<file path="src/rtl/reg_bank_wr_arbiter.sv">
// reg_bank_wr_arbiter: round-robin write-port arbiter with locked bursts for the address-selected register bank
//   clk, rst_n            clock, asynchronous active-low reset
//   req_valid/req_lock    per-requester request and burst-lock
//   req_addr/req_data     packed per-requester address and data
//   req_ready/req_err     registered grant and 1-cycle bad-address pulse
//   bank_addr/bank_d      registered bank write address/data (IDLE_ADDR when not writing)
module reg_bank_wr_arbiter #(
    parameter int NUM_REQ  = 3,
    parameter int DATA_W   = 8,
    parameter int ADDR_W   = 2,
    parameter int NUM_REGS = 3,
    parameter int LOCK_MAX = 4
) (
    input  logic                      clk,
    input  logic                      rst_n,
    input  logic [NUM_REQ-1:0]        req_valid,
    input  logic [NUM_REQ-1:0]        req_lock,
    input  logic [NUM_REQ*ADDR_W-1:0] req_addr,
    input  logic [NUM_REQ*DATA_W-1:0] req_data,
    output logic [NUM_REQ-1:0]        req_ready,
    output logic [NUM_REQ-1:0]        req_err,
    output logic [ADDR_W-1:0]         bank_addr,
    output logic [DATA_W-1:0]         bank_d
);
    localparam int G_W = (NUM_REQ > 1) ? $clog2(NUM_REQ) : 1;
    localparam int C_W = $clog2(LOCK_MAX) + 1;
    // The bank has no write enable, so this unmapped code means "no write"
    localparam logic [ADDR_W-1:0] IDLE_ADDR = ADDR_W'(NUM_REGS);

    typedef enum logic {IDLE, GRANT} state_t;

    state_t             state, state_n;
    logic [G_W-1:0]     g, g_n, rr_ptr, rr_ptr_n, win;
    logic [C_W-1:0]     beat_cnt, beat_cnt_n;
    logic               found, xfer, bad, stay;
    logic [ADDR_W-1:0]  g_addr, addr_n;
    logic [DATA_W-1:0]  g_data, d_n;
    logic [NUM_REQ-1:0] g_oh, ready_n, err_n;

    assign g_addr = req_addr[g*ADDR_W +: ADDR_W];
    assign g_data = req_data[g*DATA_W +: DATA_W];
    assign g_oh   = NUM_REQ'(1) << g;
    assign xfer   = (state == GRANT) && req_valid[g];
    assign bad    = g_addr >= IDLE_ADDR;
    assign stay   = xfer && req_lock[g] && (beat_cnt < C_W'(LOCK_MAX - 1));

    // First valid requester after rr_ptr, wrapping; the last grantee is searched last
    always_comb begin
        win   = rr_ptr;
        found = 1'b0;
        for (int k = 1; k <= NUM_REQ; k++) begin
            int idx;
            idx = (int'(rr_ptr) + k >= NUM_REQ) ? int'(rr_ptr) + k - NUM_REQ : int'(rr_ptr) + k;
            if (!found && req_valid[idx]) begin
                win   = G_W'(idx);
                found = 1'b1;
            end
        end
    end

    always_ff @(posedge clk or negedge rst_n) begin
        if (!rst_n) begin
            state     <= IDLE;
            g         <= '0;
            rr_ptr    <= G_W'(NUM_REQ - 1);
            beat_cnt  <= '0;
            req_ready <= '0;
            req_err   <= '0;
            bank_addr <= IDLE_ADDR;
            bank_d    <= '0;
        end else begin
            state     <= state_n;
            g         <= g_n;
            rr_ptr    <= rr_ptr_n;
            beat_cnt  <= beat_cnt_n;
            req_ready <= ready_n;
            req_err   <= err_n;
            bank_addr <= addr_n;
            bank_d    <= d_n;
        end
    end

    // A missing valid while granted forfeits the grant just like a finished beat
    always_comb begin
        state_n = (state == IDLE) ? (found ? GRANT : IDLE) : (stay ? GRANT : IDLE);
    end

    always_comb begin
        g_n        = (state == IDLE && found) ? win : g;
        rr_ptr_n   = (state == GRANT && !stay) ? g : rr_ptr;
        beat_cnt_n = stay ? beat_cnt + 1'b1 : '0;
        ready_n    = (state_n == GRANT) ? NUM_REQ'(1) << g_n : '0;
        err_n      = (xfer && bad) ? g_oh : '0;
        addr_n     = (xfer && !bad) ? g_addr : IDLE_ADDR;
        d_n        = (xfer && !bad) ? g_data : bank_d;
    end
endmodule

</file>
<file path="config.mk">
export PLATFORM = sky130hd
export DESIGN_NAME = reg_bank_wr_arbiter
export DESIGN_NICKNAME = d
export VERILOG_FILES = /design/src/rtl/reg_bank_wr_arbiter.sv
export SDC_FILE = /design/constraint.sdc
export NUM_CORES = 1
export LEC_CHECK = 0
export BUFFER_PORTS_ARGS = -buffer_cell sky130_fd_sc_hd__buf_4
export CORE_ASPECT_RATIO = 1.75
export CORE_UTILIZATION = 45
export DETAILED_ROUTE_END_ITERATION = 10
export GPL_ROUTABILITY_DRIVEN = 0
export GPL_TIMING_DRIVEN = 0
export PLACE_DENSITY = 0.8
export SLEW_MARGIN = 10
export SYNTH_ARGS = -nofsm -noshare
export SYNTH_HDL_FRONTEND = slang
export SYNTH_SLANG_ARGS = --single-unit
</file>
<file path="constraint.sdc">
create_clock -name clk -period 2.3 [get_ports clk]
set_input_delay 0.23 -clock clk [delete_from_list [all_inputs] [get_ports clk]]
set_output_delay 0.23 -clock clk [all_outputs]
set_load 0.05 [all_outputs]
</file>
After elaboration in Yosys (flattened, before gate mapping) --
Cells that the tools add are included.
Storage, ports and cells: bits in registers 24, bits of input ports 38, word-level logic and storage cells 72
Operators by class: add/subtract/negate cells 7, order comparisons 9, shift-type cells 4, mux-type cells 30, bitwise logic cells 1, reductions and logical operators 13
Operators by type and width (number):
- 32-bit by 3-bit greater-or-equal comparator with 1-bit output, second input constant | 3
- 32-bit by 4-bit less-than comparator with 1-bit output, second input constant | 3
- 32-bit two-way mux | 3
- 32-bit by 3-bit subtractor with 32-bit output, second input constant | 3
- 24-bit by 6-bit variable part select with 8-bit output | 1
- 1-bit two-way mux | 14
- 1-bit binary-select mux with 2-bit select | 5
- 2-bit two-way mux | 5
- 1-bit logical AND | 9
- 3-bit two-way mux | 3
- 2-bit by 2-bit adder with 3-bit output, second input constant | 2
- 6-bit by 4-bit variable part select with 2-bit output | 1
- 1-bit by 2-bit << shifter with 3-bit output, first input constant | 2
- 1-bit zero test | 4
- 2-bit by 1-bit adder with 3-bit output, second input constant | 1
- 3-bit by 1-bit adder with 3-bit output, second input constant | 1
- 2-bit by 3-bit less-than comparator with 1-bit output, second input constant | 1
- 3-bit by 2-bit less-than comparator with 1-bit output, second input constant | 1
- 2-bit greater-or-equal comparator, second input constant | 1
- 1-bit NOT | 1

Logic depth before layout (Yosys ltp) --
depth after elaboration 17, gate-level depth with buffers 7

Worst setup path after synthesis --
OpenSTA, ideal clock, no wires.
kind flip-flop to flip-flop, start point reg rr_ptr[1], end point reg req_ready[0], setup time 0.119 ns, arrival time 1.941 ns, data required time 2.181 ns, setup slack 0.240 ns, stages on the path, launching flop included 8, period minus slack after synthesis 2.060 ns, path through dfstp_2 -> inv_1 -> ha_1 -> a21bo_1 -> a221o_1 -> o221ai_4 -> nor2_1 -> o21a_1
Between the ends: longest elaborated chain between the ends 17
Ends and longest elaborated chain:
- start, declared | line 33 | logic [G_W-1:0] g, g_n, rr_ptr, rr_ptr_n, win;
- start signal, assigned | line 65 | rr_ptr <= G_W'(NUM_REQ - 1);
- start signal, assigned | line 74 | rr_ptr <= rr_ptr_n;
- 2-bit by 1-bit adder with 3-bit output | line 53 | idx = (int'(rr_ptr) + k >= NUM_REQ) ? int'(rr_ptr) + k - NUM_REQ : int'(rr_ptr) + k;
- 32-bit by 3-bit subtractor with 32-bit output / 32-bit by 3-bit greater-or-equal comparator with 1-bit output (equally long branches) | line 53
- 32-bit two-way mux | line 53
- 1-bit binary-select mux with 2-bit select | line 54 | if (!found && req_valid[idx]) begin
- 1-bit two-way mux (implied by the code) (2 in a row) | line 54
- 1-bit two-way mux | line 54
- 1-bit zero test | line 54
- 1-bit logical AND | line 54
- 1-bit two-way mux | line 54
- 1-bit zero test | line 54
- 1-bit logical AND | line 54
- 1-bit two-way mux | line 54
- 1-bit logical AND | line 89 | g_n = (state == IDLE && found) ? win : g;
- 2-bit two-way mux | line 89
- 1-bit by 2-bit << shifter with 3-bit output | line 92 | ready_n = (state_n == GRANT) ? NUM_REQ'(1) << g_n : '0;
- 3-bit two-way mux * | line 92
- via ready_n[0] | line 38 | logic [NUM_REQ-1:0] g_oh, ready_n, err_n;
- end signal, assigned | line 76 | req_ready <= ready_n;
- end, declared | line 20 | output logic [NUM_REQ-1:0] req_ready,
The timed path passes the listed nets; every way through them passes the cells marked *. The select of a mux whose other input is x is not followed. A chain may end at the register's enable or synchronous reset.

Worst setup path after layout --
Same ends and word-level chain as after synthesis.

==> impl_metrics.ini <==
[status]
status = complete, but fails checks
violations = design-rule violations

[critical_path]
cp-end-kind = flop
critPathSlowestCell = dfstp_2
cp.required_ps = 2460
path_buf_inv = 1
worstPathCellList = inv_1, ha_4, a21bo_1, a221o_1, o221ai_4, nor2_1, o21a_1
arrival_ps = 2340
crit_path_max_fanout = 7
crit_type = reg2reg
critPathLaunchType = flop
cp_slowest_stage_delay_ps = 560
crit_family = compound AO/OA/AOI/OAI gates

[clock_tree]
ctsLongestPathBuffers = 2
cts_tree = yes
root_buffer = clkbuf_8
cts.reportedPaths.clkPinSlew_ps = 80
cts_num_sinks = 24
cts_buffers = 3
clkLatencyLatePin_ps = 270
cts_max_level = 1

[placed_design]
io_buffers = 53
dp_cells = 214
place.detailed.hpwl_um = 2730
placed_area_mm2 = 0.00182

[sta]
skew_ps = 4.32
max_freq_ghz = 0.459
period_minus_slack_ps = 2180
worst_slew_pin_slew_ps = 474
tns_ps = 0
grt_setup_unrepaired = false
slew_headroom_pct = 68.4
finalMaxSlewViolations = 0
final-setup-viol-count = 0
fin_crit_sh_pct = 94.7
final-hold-violation-count = 0

[drt]
vias = 1241
drc = 2
initialDrtViolationCount = 37
ant_nets = 0
wl_per_cell_um = 15.9
drt-pass1-iter-count = 9
drt-total-wl_um = 3490
via_per_inst = 5.67

[grt]
antenna_found_initial = 0
grt_max_degree = 25
grt.overflow.total = 0
grt_use_total_pct = 21.6
grt_pass1_wl_um = 5330
grt_pass1_vias = 1247

[run]
drv_cap = 0

[synthesis]
synth_area_per_cell_um2 = 10.5
yosysWarningCount = 0
synth_edf_count = 0
yosysSeqAreaShare_pct = 43.4
synth-async-reset-ratio_pct = 100
ys_types = 37
syn-num-nets = 175
postSynthCellCount = 133
ys_ff_latch = 24
synth.cell_area_mm2 = 0.00139
synth_flop_cell = dfrtp_1

[finish]
areaGrowthSynthToFinish_pct = 37.0
instances_no_fill = 219
final_common_cell = buf_4
fin_util_pct = 65.1
antennaDiodeCount = 0
final_cell_mix = 53 x buf_4, 20 x dfrtp_1, 18 x nand2_1
nets = 234
drive_gt1_share_pct = 44.0
final_area_mm2 = 0.00191

[floorplanning]
dieWidth_um = 44.0
core_area_mm2 = 0.00293
placementRows = 26
dieArea_mm2 = 0.00333
dieHeight_um = 75.6
ioPinCount = 54
start_util_pct = 47.5

[power_and_ir_drop]
p_clk_share_pct = 9.8
p_seq_share_pct = 26.4
intPower_w = 0.00137
p_comb_share_pct = 63.8
ir_drop_mv = 0.769
p_leak_nw = 0.917
switchingPower_w = 0.00124
pwr_density_cell_mw_per_mm2 = 1370
power.share.switching_pct = 47.5

[min_path]
hold_class = in2reg
==> flip-flops by register name, indices dropped and copies added (netlist names) <==
signal / count
bank_addr: 2
bank_d: 8
beat_cnt: 3
g: 2
req_err: 3
req_ready: 3
rr_ptr: 2
state: 1
==> cell usage after synthesis (3+ instances only) <==
cell	count	area share [%]
nand2_1	18	4.9
nor2_1	7	1.9
mux2i_1	11	7.9
nor2b_1	5	2.2
buf_2	3	1.1
o21ai_0	10	3.6
mux2_2	10	8.1
dfstp_2	3	5.7
inv_1	9	2.4
ha_1	4	3.6
dfrtp_1	21	38
==> per-layer routing <==
metal	vias up	share of wire, %	track usage (%)
met5	-	0	0
met4	0	1.8	9.76
met3	5	3.0	1.90
met2	36	59	43.1
met1	618	36	21.7
li1	582	-	-
==> cell type report <==
class                   instances  area, um^2
well taps                      28        35.0
multi-input cells              95         748
fillers                       255        1020
inverters                       9        33.8
clock buffers                   4        45.0
flip-flops and latches         24         606
plain buffers                   5        30.0
repair buffers                 54         408
==> metrics by stage <==
step / worst slack, ps / hold WS [ps] / power (W)
after floorplan: 240 / -65.6 / 0.00188
after global placement: 104 / 136 / 0.00224
after detailed placement: 18.9 / 142 / 0.00231
after CTS: 1.14 / 209 / 0.00258
after global routing: 34.3 / 215 / 0.00276
final: 121 / 214 / 0.00261
==> power by group through the flow <==
stage               Sequential [W]  Clock, W  Combinational (W)
floorplan                  0.00104         0           0.000834
global placement          0.000687         0            0.00155
detailed placement        0.000697         0            0.00162
CTS                       0.000690  0.000263            0.00162
global route              0.000708  0.000277            0.00178
finish                    0.000691  0.000256            0.00167
==> worst register-to-register path: stages, from the launching register on <==
cell	delay (ps)
dfstp_2	560
inv_1	80
ha_4	310
a21bo_1	220
a221o_1	360
o221ai_4	250
nor2_1	90
o21a_1	200
==> repair_timing <==
| action | in CTS | in global routing |
|---|---|---|
| buffers inserted | 0 | 0 |
| endpoints found under the setup margin | 0 | 3 |
| hold buffers | 1 | 0 |
| resized for setup | 0 | 6 |
| endpoints found under the hold margin | 21 | 0 |
==> final timing paths <==
kind / start / endpoint / slack (ps) / cells after the start
min in group asynchronous: rst_n / bank_d[4] / 390 / 2
min reg2reg: beat_cnt[0] / beat_cnt[0] / 500 / 1
max in group asynchronous: rst_n / bank_addr[1] / 1620 / 2
max: rr_ptr[1] / req_ready[0] / 120 / 7
max reg2reg: rr_ptr[1] / req_ready[0] / 120 / 7
min: req_addr[4] / req_err[2] / 210 / 3
==> kinds of logic after synthesis <==
group	Yosys count	share of synthesized area, %
buffers and inverters	14	4.59
flip-flops	24	43.4
AND/OR/NAND/NOR	40	14.7
AO/OA/AOI/OAI	30	17.6
adder cells (fa/ha/maj)	4	3.60
multiplexers	21	16.0
Note: power is estimated with default switching activity, not from simulation.
